--- config.mk ---
export PLATFORM = sky130hd
export DESIGN_NAME = div_unit_flat
export DESIGN_NICKNAME = d
export VERILOG_FILES = /design/src/rtl/div_unit_if.sv /design/src/rtl/div_unit.sv /design/src/flat_wrapper.sv
export SDC_FILE = /design/constraint.sdc
export NUM_CORES = 1
export LEC_CHECK = 0
export CORE_MARGIN = 2
export CORE_UTILIZATION = 34
export CTS_CLUSTER_DIAMETER = 50
export DETAILED_ROUTE_END_ITERATION = 10
export HOLD_SLACK_MARGIN = 0.06
export PLACE_DENSITY_LB_ADDON = 0.3
export SLEW_MARGIN = 20
export SYNTH_ARGS = -nofsm -noshare
export SYNTH_HDL_FRONTEND = slang
export SYNTH_SLANG_ARGS = --single-unit
--- constraint.sdc ---
create_clock -name clk -period 5.4 [get_ports clk]
set_input_delay 0.54 -clock clk [delete_from_list [all_inputs] [get_ports clk]]
set_output_delay 0.54 -clock clk [all_outputs]
set_load 0.02 [all_outputs]
--- src/rtl/div_unit_if.sv ---
// rtl/div_unit_if.sv - request/response bundle between the execute stage and the divider
// Purpose: groups the divide request (start/signed_div/annul/a/b) and the
//          result side (stall/done/hi/lo) so the divider plugs in as one port.
// Ports (modports):
//   master : drives start, signed_div, annul, a, b; observes stall, done, hi, lo
//   slave  : the divider; observes the request, drives stall, done, hi, lo
interface div_unit_if #(
    parameter int WIDTH = 32
);
    logic             start;
    logic             signed_div;
    logic             annul;
    logic [WIDTH-1:0] a;
    logic [WIDTH-1:0] b;
    logic             stall;
    logic             done;
    logic [WIDTH-1:0] hi;
    logic [WIDTH-1:0] lo;

    modport master (
        output start, signed_div, annul, a, b,
        input  stall, done, hi, lo
    );

    modport slave (
        input  start, signed_div, annul, a, b,
        output stall, done, hi, lo
    );
endinterface

--- src/rtl/div_unit.sv ---
// rtl/div_unit.sv - multi-cycle radix-2 restoring divider (DIV/DIVU) with HI/LO result
// Purpose: one quotient bit per cycle, MSB first; stalls the pipeline while busy and
//          pulses done for one cycle with hi=remainder, lo=quotient.
// Ports:
//   clk  : clock, all state on rising edge
//   rst  : synchronous active-high reset
//   bus  : div_unit_if.slave (start, signed_div, annul, a, b -> stall, done, hi, lo)
// Build option: DIV_ZERO_FAST_EN - divide by zero skips the iterations and finishes
//               in the cycle after accept.
module div_unit #(
    parameter int WIDTH = 32
) (
    input  logic      clk,
    input  logic      rst,
    div_unit_if.slave bus
);
    localparam int CW = (WIDTH > 1) ? $clog2(WIDTH) : 1;
    localparam logic [CW-1:0]    LAST_CNT = CW'(WIDTH - 1);
    localparam logic [WIDTH-1:0] ONE      = {{(WIDTH-1){1'b0}}, 1'b1};

    typedef enum logic [1:0] {
        IDLE = 2'd0,
        CALC = 2'd1,
        FIN  = 2'd2
    } state_t;

    state_t           state_q,  state_d;
    logic [CW-1:0]    count_q,  count_d;
    logic [WIDTH-1:0] rem_q,    rem_d;     // partial remainder
    logic [WIDTH-1:0] quo_q,    quo_d;     // dividend bits shift out the top, quotient bits in at the bottom
    logic [WIDTH-1:0] dvs_q,    dvs_d;     // divisor magnitude
    logic [WIDTH-1:0] araw_q,   araw_d;    // untouched dividend, returned as remainder on divide by zero
    logic             qneg_q,   qneg_d;
    logic             rneg_q,   rneg_d;
    logic             dz_q,     dz_d;
    logic [WIDTH-1:0] res_hi_q, res_hi_d;  // finished results waiting for the FIN commit
    logic [WIDTH-1:0] res_lo_q, res_lo_d;
    logic [WIDTH-1:0] hi_q,     hi_d;
    logic [WIDTH-1:0] lo_q,     lo_d;

    logic [WIDTH:0]   trial;
    logic [WIDTH:0]   diff;
    logic             ge;
    logic [WIDTH-1:0] rem_nxt;
    logic [WIDTH-1:0] quo_nxt;
    logic             a_neg;
    logic             b_neg;
    logic [WIDTH-1:0] abs_a;
    logic [WIDTH-1:0] abs_b;
    logic             fin_ok;

    always_comb begin
        state_d  = state_q;
        count_d  = count_q;
        rem_d    = rem_q;
        quo_d    = quo_q;
        dvs_d    = dvs_q;
        araw_d   = araw_q;
        qneg_d   = qneg_q;
        rneg_d   = rneg_q;
        dz_d     = dz_q;
        res_hi_d = res_hi_q;
        res_lo_d = res_lo_q;
        hi_d     = hi_q;
        lo_d     = lo_q;

        // One restoring step: a borrow out of the trial subtraction means rem < divisor.
        trial   = {rem_q, quo_q[WIDTH-1]};
        diff    = trial - {1'b0, dvs_q};
        ge      = ~diff[WIDTH];
        rem_nxt = ge ? diff[WIDTH-1:0] : trial[WIDTH-1:0];
        quo_nxt = {quo_q[WIDTH-2:0], ge};

        // Magnitudes are plain WIDTH-bit negations, so the most negative value maps onto itself
        // and is then treated as an unsigned magnitude.
        a_neg = bus.signed_div & bus.a[WIDTH-1];
        b_neg = bus.signed_div & bus.b[WIDTH-1];
        abs_a = a_neg ? (~bus.a + ONE) : bus.a;
        abs_b = b_neg ? (~bus.b + ONE) : bus.b;

        fin_ok = (state_q == FIN) && !bus.annul;

        case (state_q)
            IDLE: begin
                if (bus.start && !bus.annul) begin
                    rem_d   = '0;
                    quo_d   = abs_a;
                    dvs_d   = abs_b;
                    araw_d  = bus.a;
                    qneg_d  = a_neg ^ b_neg;
                    rneg_d  = a_neg;
                    dz_d    = (bus.b == '0);
                    count_d = '0;
`ifdef DIV_ZERO_FAST_EN
                    if (bus.b == '0) begin
                        res_lo_d = '1;
                        res_hi_d = bus.a;
                        state_d  = FIN;
                    end else begin
                        state_d  = CALC;
                    end
`else
                    state_d = CALC;
`endif
                end
            end
            CALC: begin
                if (bus.annul) begin
                    state_d = IDLE;
                end else begin
                    rem_d   = rem_nxt;
                    quo_d   = quo_nxt;
                    count_d = count_q + 1'b1;
                    if (count_q == LAST_CNT) begin
                        state_d = FIN;
                        if (dz_q) begin
                            res_lo_d = '1;
                            res_hi_d = araw_q;
                        end else begin
                            res_lo_d = qneg_q ? (~quo_nxt + ONE) : quo_nxt;
                            res_hi_d = rneg_q ? (~rem_nxt + ONE) : rem_nxt;
                        end
                    end
                end
            end
            FIN: begin
                state_d = IDLE;
                if (!bus.annul) begin
                    hi_d = res_hi_q;
                    lo_d = res_lo_q;
                end
            end
            default: state_d = IDLE;
        endcase
    end

    always_ff @(posedge clk) begin
        if (rst) begin
            state_q  <= IDLE;
            count_q  <= '0;
            rem_q    <= '0;
            quo_q    <= '0;
            dvs_q    <= '0;
            araw_q   <= '0;
            qneg_q   <= 1'b0;
            rneg_q   <= 1'b0;
            dz_q     <= 1'b0;
            res_hi_q <= '0;
            res_lo_q <= '0;
            hi_q     <= '0;
            lo_q     <= '0;
        end else begin
            state_q  <= state_d;
            count_q  <= count_d;
            rem_q    <= rem_d;
            quo_q    <= quo_d;
            dvs_q    <= dvs_d;
            araw_q   <= araw_d;
            qneg_q   <= qneg_d;
            rneg_q   <= rneg_d;
            dz_q     <= dz_d;
            res_hi_q <= res_hi_d;
            res_lo_q <= res_lo_d;
            hi_q     <= hi_d;
            lo_q     <= lo_d;
        end
    end

    // done and the visible results depend on annul in the FIN cycle itself, so a flush
    // there hides the result immediately and the held hi/lo never change.
    assign bus.stall = ((state_q == IDLE) && bus.start && !bus.annul) || (state_q == CALC);
    assign bus.done  = fin_ok;
    assign bus.hi    = fin_ok ? res_hi_q : hi_q;
    assign bus.lo    = fin_ok ? res_lo_q : lo_q;
endmodule
--- src/flat_wrapper.sv ---
// flat-port wrapper written by rule: the top's interface ports become plain ports
module div_unit_flat 
#(
    parameter int WIDTH = 32
)
  (clk, rst, bus_start, bus_signed_div, bus_annul, bus_a, bus_b, bus_stall, bus_done, bus_hi, bus_lo);
  div_unit_if #(.WIDTH(WIDTH)) bus_i ();
  input  logic clk;
  input  logic rst;
  input wire logic [$bits(bus_i.start)-1:0] bus_start;
  input wire logic [$bits(bus_i.signed_div)-1:0] bus_signed_div;
  input wire logic [$bits(bus_i.annul)-1:0] bus_annul;
  input wire logic [$bits(bus_i.a)-1:0] bus_a;
  input wire logic [$bits(bus_i.b)-1:0] bus_b;
  output wire logic [$bits(bus_i.stall)-1:0] bus_stall;
  output wire logic [$bits(bus_i.done)-1:0] bus_done;
  output wire logic [$bits(bus_i.hi)-1:0] bus_hi;
  output wire logic [$bits(bus_i.lo)-1:0] bus_lo;
  assign bus_i.start = bus_start;
  assign bus_i.signed_div = bus_signed_div;
  assign bus_i.annul = bus_annul;
  assign bus_i.a = bus_a;
  assign bus_i.b = bus_b;
  assign bus_stall = bus_i.stall;
  assign bus_done = bus_i.done;
  assign bus_hi = bus_i.hi;
  assign bus_lo = bus_i.lo;
  div_unit #(.WIDTH(WIDTH)) u_core (.clk(clk), .rst(rst), .bus(bus_i));
endmodule
==> impl_metrics.xml <==
<?xml version="1.0" encoding="UTF-8"?>
<metrics>
  <group name="status">
    <metric name="result_of_the_run" unit="">complete, no violations</metric>
  </group>
  <group name="clock_tree">
    <metric name="htreeDepth" unit="">2</metric>
    <metric name="post_cts_resize_count" unit="">0</metric>
    <metric name="clk_latency" unit="ns">0.55</metric>
    <metric name="tritoncts.num_buffers" unit="">36</metric>
    <metric name="ctsRootBufferMaster" unit="">sky130_fd_sc_hd__clkbuf_16</metric>
    <metric name="clkSlewWorstSetupHoldPaths" unit="ns">0.06</metric>
    <metric name="cts.sink_count" unit="">266</metric>
    <metric name="tritoncts" unit="">done</metric>
    <metric name="postCtsSetupBuffers" unit="">0</metric>
    <metric name="cts.path.max_buffers" unit="">3</metric>
    <metric name="cts_hold_buf" unit="">0</metric>
  </group>
  <group name="global_routing">
    <metric name="first_pass_grt_wire_length" unit="um">80200</metric>
    <metric name="largest_net_degree_at_the_start_of_global_routing" unit="">127</metric>
    <metric name="antenna_found_initial" unit="">1</metric>
    <metric name="met1_layer_usage_reported_by_global_route" unit="%">30.6</metric>
    <metric name="global_route_track_usage_on_met2" unit="%">33.0</metric>
    <metric name="globalRouteOverflowTotal" unit="">0</metric>
    <metric name="top_usage_layer" unit="">met2</metric>
    <metric name="via_count_of_the_first_global_routing_pass" unit="">13900</metric>
    <metric name="grt_total_usage" unit="%">21.4</metric>
    <metric name="gr-usage-met3" unit="%">3.47</metric>
  </group>
  <group name="worst_setup_path">
    <metric name="timing.critical_path.from_type" unit="">flip-flop</metric>
    <metric name="worst_setup_path_startpoint" unit="">u_core.quo_q[31]$_SDFFE_PP0P_</metric>
    <metric name="r2r_slack" unit="ns">0.41</metric>
    <metric name="timing.reg2reg.worst_path_depth" unit="">23</metric>
    <metric name="cp.required" unit="ns">5.82</metric>
    <metric name="worst_setup_path_end_kind" unit="">flip-flop</metric>
    <metric name="cp_data_arrival_time" unit="ns">5.40</metric>
    <metric name="rr_startpoint" unit="">u_core.quo_q[31]$_SDFFE_PP0P_</metric>
    <metric name="criticalPathCategory" unit="">flip-flop to flip-flop</metric>
    <metric name="crit_fanout" unit="">11</metric>
  </group>
  <group name="die">
    <metric name="io_pins" unit="">135</metric>
    <metric name="std_cell_rows" unit="">78</metric>
    <metric name="die_width" unit="um">218</metric>
    <metric name="placeableCoreArea" unit="um2">45300</metric>
    <metric name="initial_core_util" unit="%">34.4</metric>
    <metric name="die_area" unit="um2">47600</metric>
    <metric name="die_y" unit="um">218</metric>
  </group>
  <group name="logic_synthesis">
    <metric name="syn_area" unit="um2">15600</metric>
    <metric name="area_fraction_in_and_or_nand_and_nor_cells_after_synthesis" unit="%">21.0</metric>
    <metric name="synthArstFlopShare" unit="%">0</metric>
    <metric name="unique_cell_type_count_in_the_yosys_netlist" unit="">82</metric>
    <metric name="avgSynthCellArea" unit="um2">7.99</metric>
    <metric name="synth_enable_flop_cells" unit="">0</metric>
    <metric name="synth_warnings" unit="">0</metric>
    <metric name="synth_compound_gate_area_share" unit="%">23.4</metric>
    <metric name="synth_top_family_by_area" unit="">compound AO/OA/AOI/OAI gates</metric>
    <metric name="synth_fa_ha_area_share" unit="%">3.18</metric>
    <metric name="ys_dominant_reg_cell" unit="">sky130_fd_sc_hd__dfxtp_1</metric>
    <metric name="synth-seq-cells" unit="">266</metric>
    <metric name="yosys.area_share.xor_xnor" unit="%">7.02</metric>
    <metric name="synth_cells" unit="">1953</metric>
    <metric name="seq_area_frac_synth" unit="%">34.1</metric>
    <metric name="synthesis.nets" unit="">2061</metric>
    <metric name="muxShareOfSynthArea" unit="%">6.66</metric>
  </group>
  <group name="sta">
    <metric name="slew_headroom" unit="%">26.1</metric>
    <metric name="timing.final.crit_period" unit="ns">4.99</metric>
    <metric name="report.final.slew_viol_count" unit="">0</metric>
    <metric name="timing.fmax" unit="MHz">201</metric>
    <metric name="worst_pin_slew" unit="ns">1.08</metric>
    <metric name="rsz_0062_raised_after_global_routing" unit="">true</metric>
    <metric name="final.setup.tns" unit="ns">0</metric>
    <metric name="setup_viol" unit="">0</metric>
    <metric name="fin_crit_sh" unit="%">92.3</metric>
    <metric name="fin_skew" unit="ns">0.0246</metric>
    <metric name="hold_viol_final" unit="">0</metric>
  </group>
  <group name="final_layout">
    <metric name="layout.filler_cells" unit="">4620</metric>
    <metric name="antenna_diode_instance_count" unit="">0</metric>
    <metric name="finish.net_count" unit="">2132</metric>
    <metric name="drive_gt1_share" unit="%">9.94</metric>
    <metric name="post-route-cell-area" unit="um2">18700</metric>
    <metric name="multi_input_area" unit="um2">9600</metric>
    <metric name="syn_to_final_growth" unit="%">20.0</metric>
    <metric name="final_util" unit="%">41.4</metric>
    <metric name="seq_area" unit="um2">5330</metric>
    <metric name="final_cell_count_no_fill" unit="">2652</metric>
  </group>
  <group name="power_and_ir_drop">
    <metric name="p_int" unit="mW">3.92</metric>
    <metric name="ir_drop" unit="mV">0.194</metric>
    <metric name="power.share.combinational" unit="%">14.8</metric>
    <metric name="power.density_cell_area" unit="nW/um2">290</metric>
    <metric name="pwr-share-clk" unit="%">47.5</metric>
    <metric name="switchingPower" unit="mW">1.51</metric>
    <metric name="p_sw_share" unit="%">27.7</metric>
    <metric name="report.power.total" unit="mW">5.43</metric>
    <metric name="power.share.sequential" unit="%">37.7</metric>
    <metric name="static-leakage-power" unit="nW">7.17</metric>
  </group>
  <group name="route">
    <metric name="wl" unit="um">51700</metric>
    <metric name="drt_pass1_iterations" unit="">6</metric>
    <metric name="vias_per_cell" unit="">5.56</metric>
    <metric name="wl_per_cell" unit="um">19.5</metric>
    <metric name="route.vias.total" unit="">14800</metric>
    <metric name="drc" unit="">0</metric>
    <metric name="ant_nets" unit="">0</metric>
    <metric name="drt_first_iter_violations" unit="">1285</metric>
  </group>
  <group name="hold_path">
    <metric name="min_from" unit="">rst</metric>
    <metric name="hold_path_cell_cnt" unit="">2</metric>
    <metric name="hold_class" unit="">input port to flip-flop</metric>
  </group>
  <group name="place">
    <metric name="post-dp-hpwl" unit="um">38200</metric>
    <metric name="placed_cell_area" unit="um2">17400</metric>
    <metric name="dpl.cell_count" unit="">2586</metric>
    <metric name="place.port_buffers" unit="">134</metric>
    <metric name="routabilityCongestion" unit="">0.912</metric>
  </group>
  <group name="flow_run">
    <metric name="drv.max_cap_violation_count" unit="">0</metric>
  </group>
</metrics>
[worst max-delay path: stages, from the launching register on]
cell,delay [ns]
sky130_fd_sc_hd__dfxtp_1,0.36
sky130_fd_sc_hd__inv_1,0.07
sky130_fd_sc_hd__ha_1,0.22
sky130_fd_sc_hd__fa_1,0.41
sky130_fd_sc_hd__nand2b_2,0.23
sky130_fd_sc_hd__a211oi_4,0.26
sky130_fd_sc_hd__o21ai_2,0.14
sky130_fd_sc_hd__a211oi_4,0.25
sky130_fd_sc_hd__o21a_1,0.17
sky130_fd_sc_hd__nor2_2,0.06
sky130_fd_sc_hd__inv_2,0.18
sky130_fd_sc_hd__nor2_1,0.06
sky130_fd_sc_hd__a21oi_1,0.21
sky130_fd_sc_hd__ha_1,0.18
sky130_fd_sc_hd__inv_1,0.07
sky130_fd_sc_hd__nor2_1,0.09
sky130_fd_sc_hd__nor4bb_1,0.22
sky130_fd_sc_hd__o2111ai_1,0.18
sky130_fd_sc_hd__a222oi_1,0.36
sky130_fd_sc_hd__buf_4,0.23
sky130_fd_sc_hd__nand4_1,0.21
sky130_fd_sc_hd__nor3_2,0.27
sky130_fd_sc_hd__nor4_1,0.07
sky130_fd_sc_hd__a311o_1,0.34
[cell usage in the layout, fill, tap and decap left out, drive strengths merged, types with 62 or more instances in the layout]
cell and count:
and2 85, nand2 223, clkdlybuf4s50 133, xor2 64, nor2 183, dfxtp 266
inv 62, a21oi 178, o21ai 118, mux2 70
[power by group through the flow]
stage	combinational, mW	clock [mW]	sequential (mW)
floorplan	0.532	0	2.07
global placement	0.785	0	2.09
detailed placement	0.787	0	2.09
CTS	0.792	2.64	2.05
global route	0.875	2.71	2.05
finish	0.802	2.58	2.05
[metrics by stage]
step / hold slack, ns / setup slack, ns
3_5_place_dp: 0.445 / 0.474
3_3_place_gp: 0.440 / 0.586
4_1_cts: 0.387 / 0.425
2_1_floorplan: 0.431 / 0.0343
5_1_grt: 0.437 / -0.00667
6_report: 0.416 / 0.414
[flip-flops by register name (all words and copies together), names as in the netlist]
register / count
u_core.hi_q: 32
u_core.count_q: 5
u_core.lo_q: 32
u_core.dvs_q: 32
u_core.araw_q: 32
u_core.dz_q: 1
u_core.res_hi_q: 32
u_core.rem_q: 32
u_core.quo_q: 32
u_core.qneg_q: 1
u_core.rneg_q: 1
u_core.state_q: 2
u_core.res_lo_q: 32
[cell families after synthesis]
group	Yosys count
AOI/OAI and AO/OA	561
xor gates and xnor gates	125
adders and majority gates	39
buffers and inverters	181
DFF	266
muxes	95
and+or+nand+nor	686
[metal layers]
layer  part of all wire, %  wire [um]
met5                     0          0
met4                   2.4       1260
met2                    44      22700
met3                   6.8       3520
met1                    47      24200
[final cells by class]
type	instances	area share, %
clock buffers	45	5.32
multi-input cells	1506	51.2
flip-flops and latches	266	28.5
well taps	600	4.01
repair buffers	161	8.30
inverters	53	1.06
clock inverters	21	1.61
[cells in the mapped netlist (25+ instances only)]
library cell | number | share of area (%)
sky130_fd_sc_hd__xnor2_1 | 61 | 3.4
sky130_fd_sc_hd__a21oi_1 | 174 | 5.6
sky130_fd_sc_hd__dfxtp_1 | 266 | 34
sky130_fd_sc_hd__nor3_1 | 34 | 1.1
sky130_fd_sc_hd__o21ai_0 | 113 | 3.6
sky130_fd_sc_hd__a22oi_1 | 43 | 2.1
sky130_fd_sc_hd__a211oi_1 | 36 | 1.7
sky130_fd_sc_hd__nor2_1 | 182 | 4.4
sky130_fd_sc_hd__clkbuf_1 | 114 | 2.7
sky130_fd_sc_hd__inv_1 | 51 | 1.2
sky130_fd_sc_hd__mux2_2 | 70 | 5.1
sky130_fd_sc_hd__ha_1 | 38 | 3.0
sky130_fd_sc_hd__mux2i_1 | 25 | 1.6
sky130_fd_sc_hd__nand2_1 | 223 | 5.4
sky130_fd_sc_hd__and2_1 | 85 | 3.4
sky130_fd_sc_hd__xor2_1 | 64 | 3.6
[final timing paths]
| path | end |
|---|---|
| worst max-delay path | u_core.res_hi_q[28]$_SDFFE_PP0P_ |
| worst min-delay path | u_core.res_lo_q[18]$_SDFFE_PP0P_ |
| worst max register to register | u_core.res_hi_q[28]$_SDFFE_PP0P_ |
| worst min register to register | u_core.araw_q[30]$_SDFFE_PP0P_ |
Note: power is estimated with default switching activity, not from simulation.
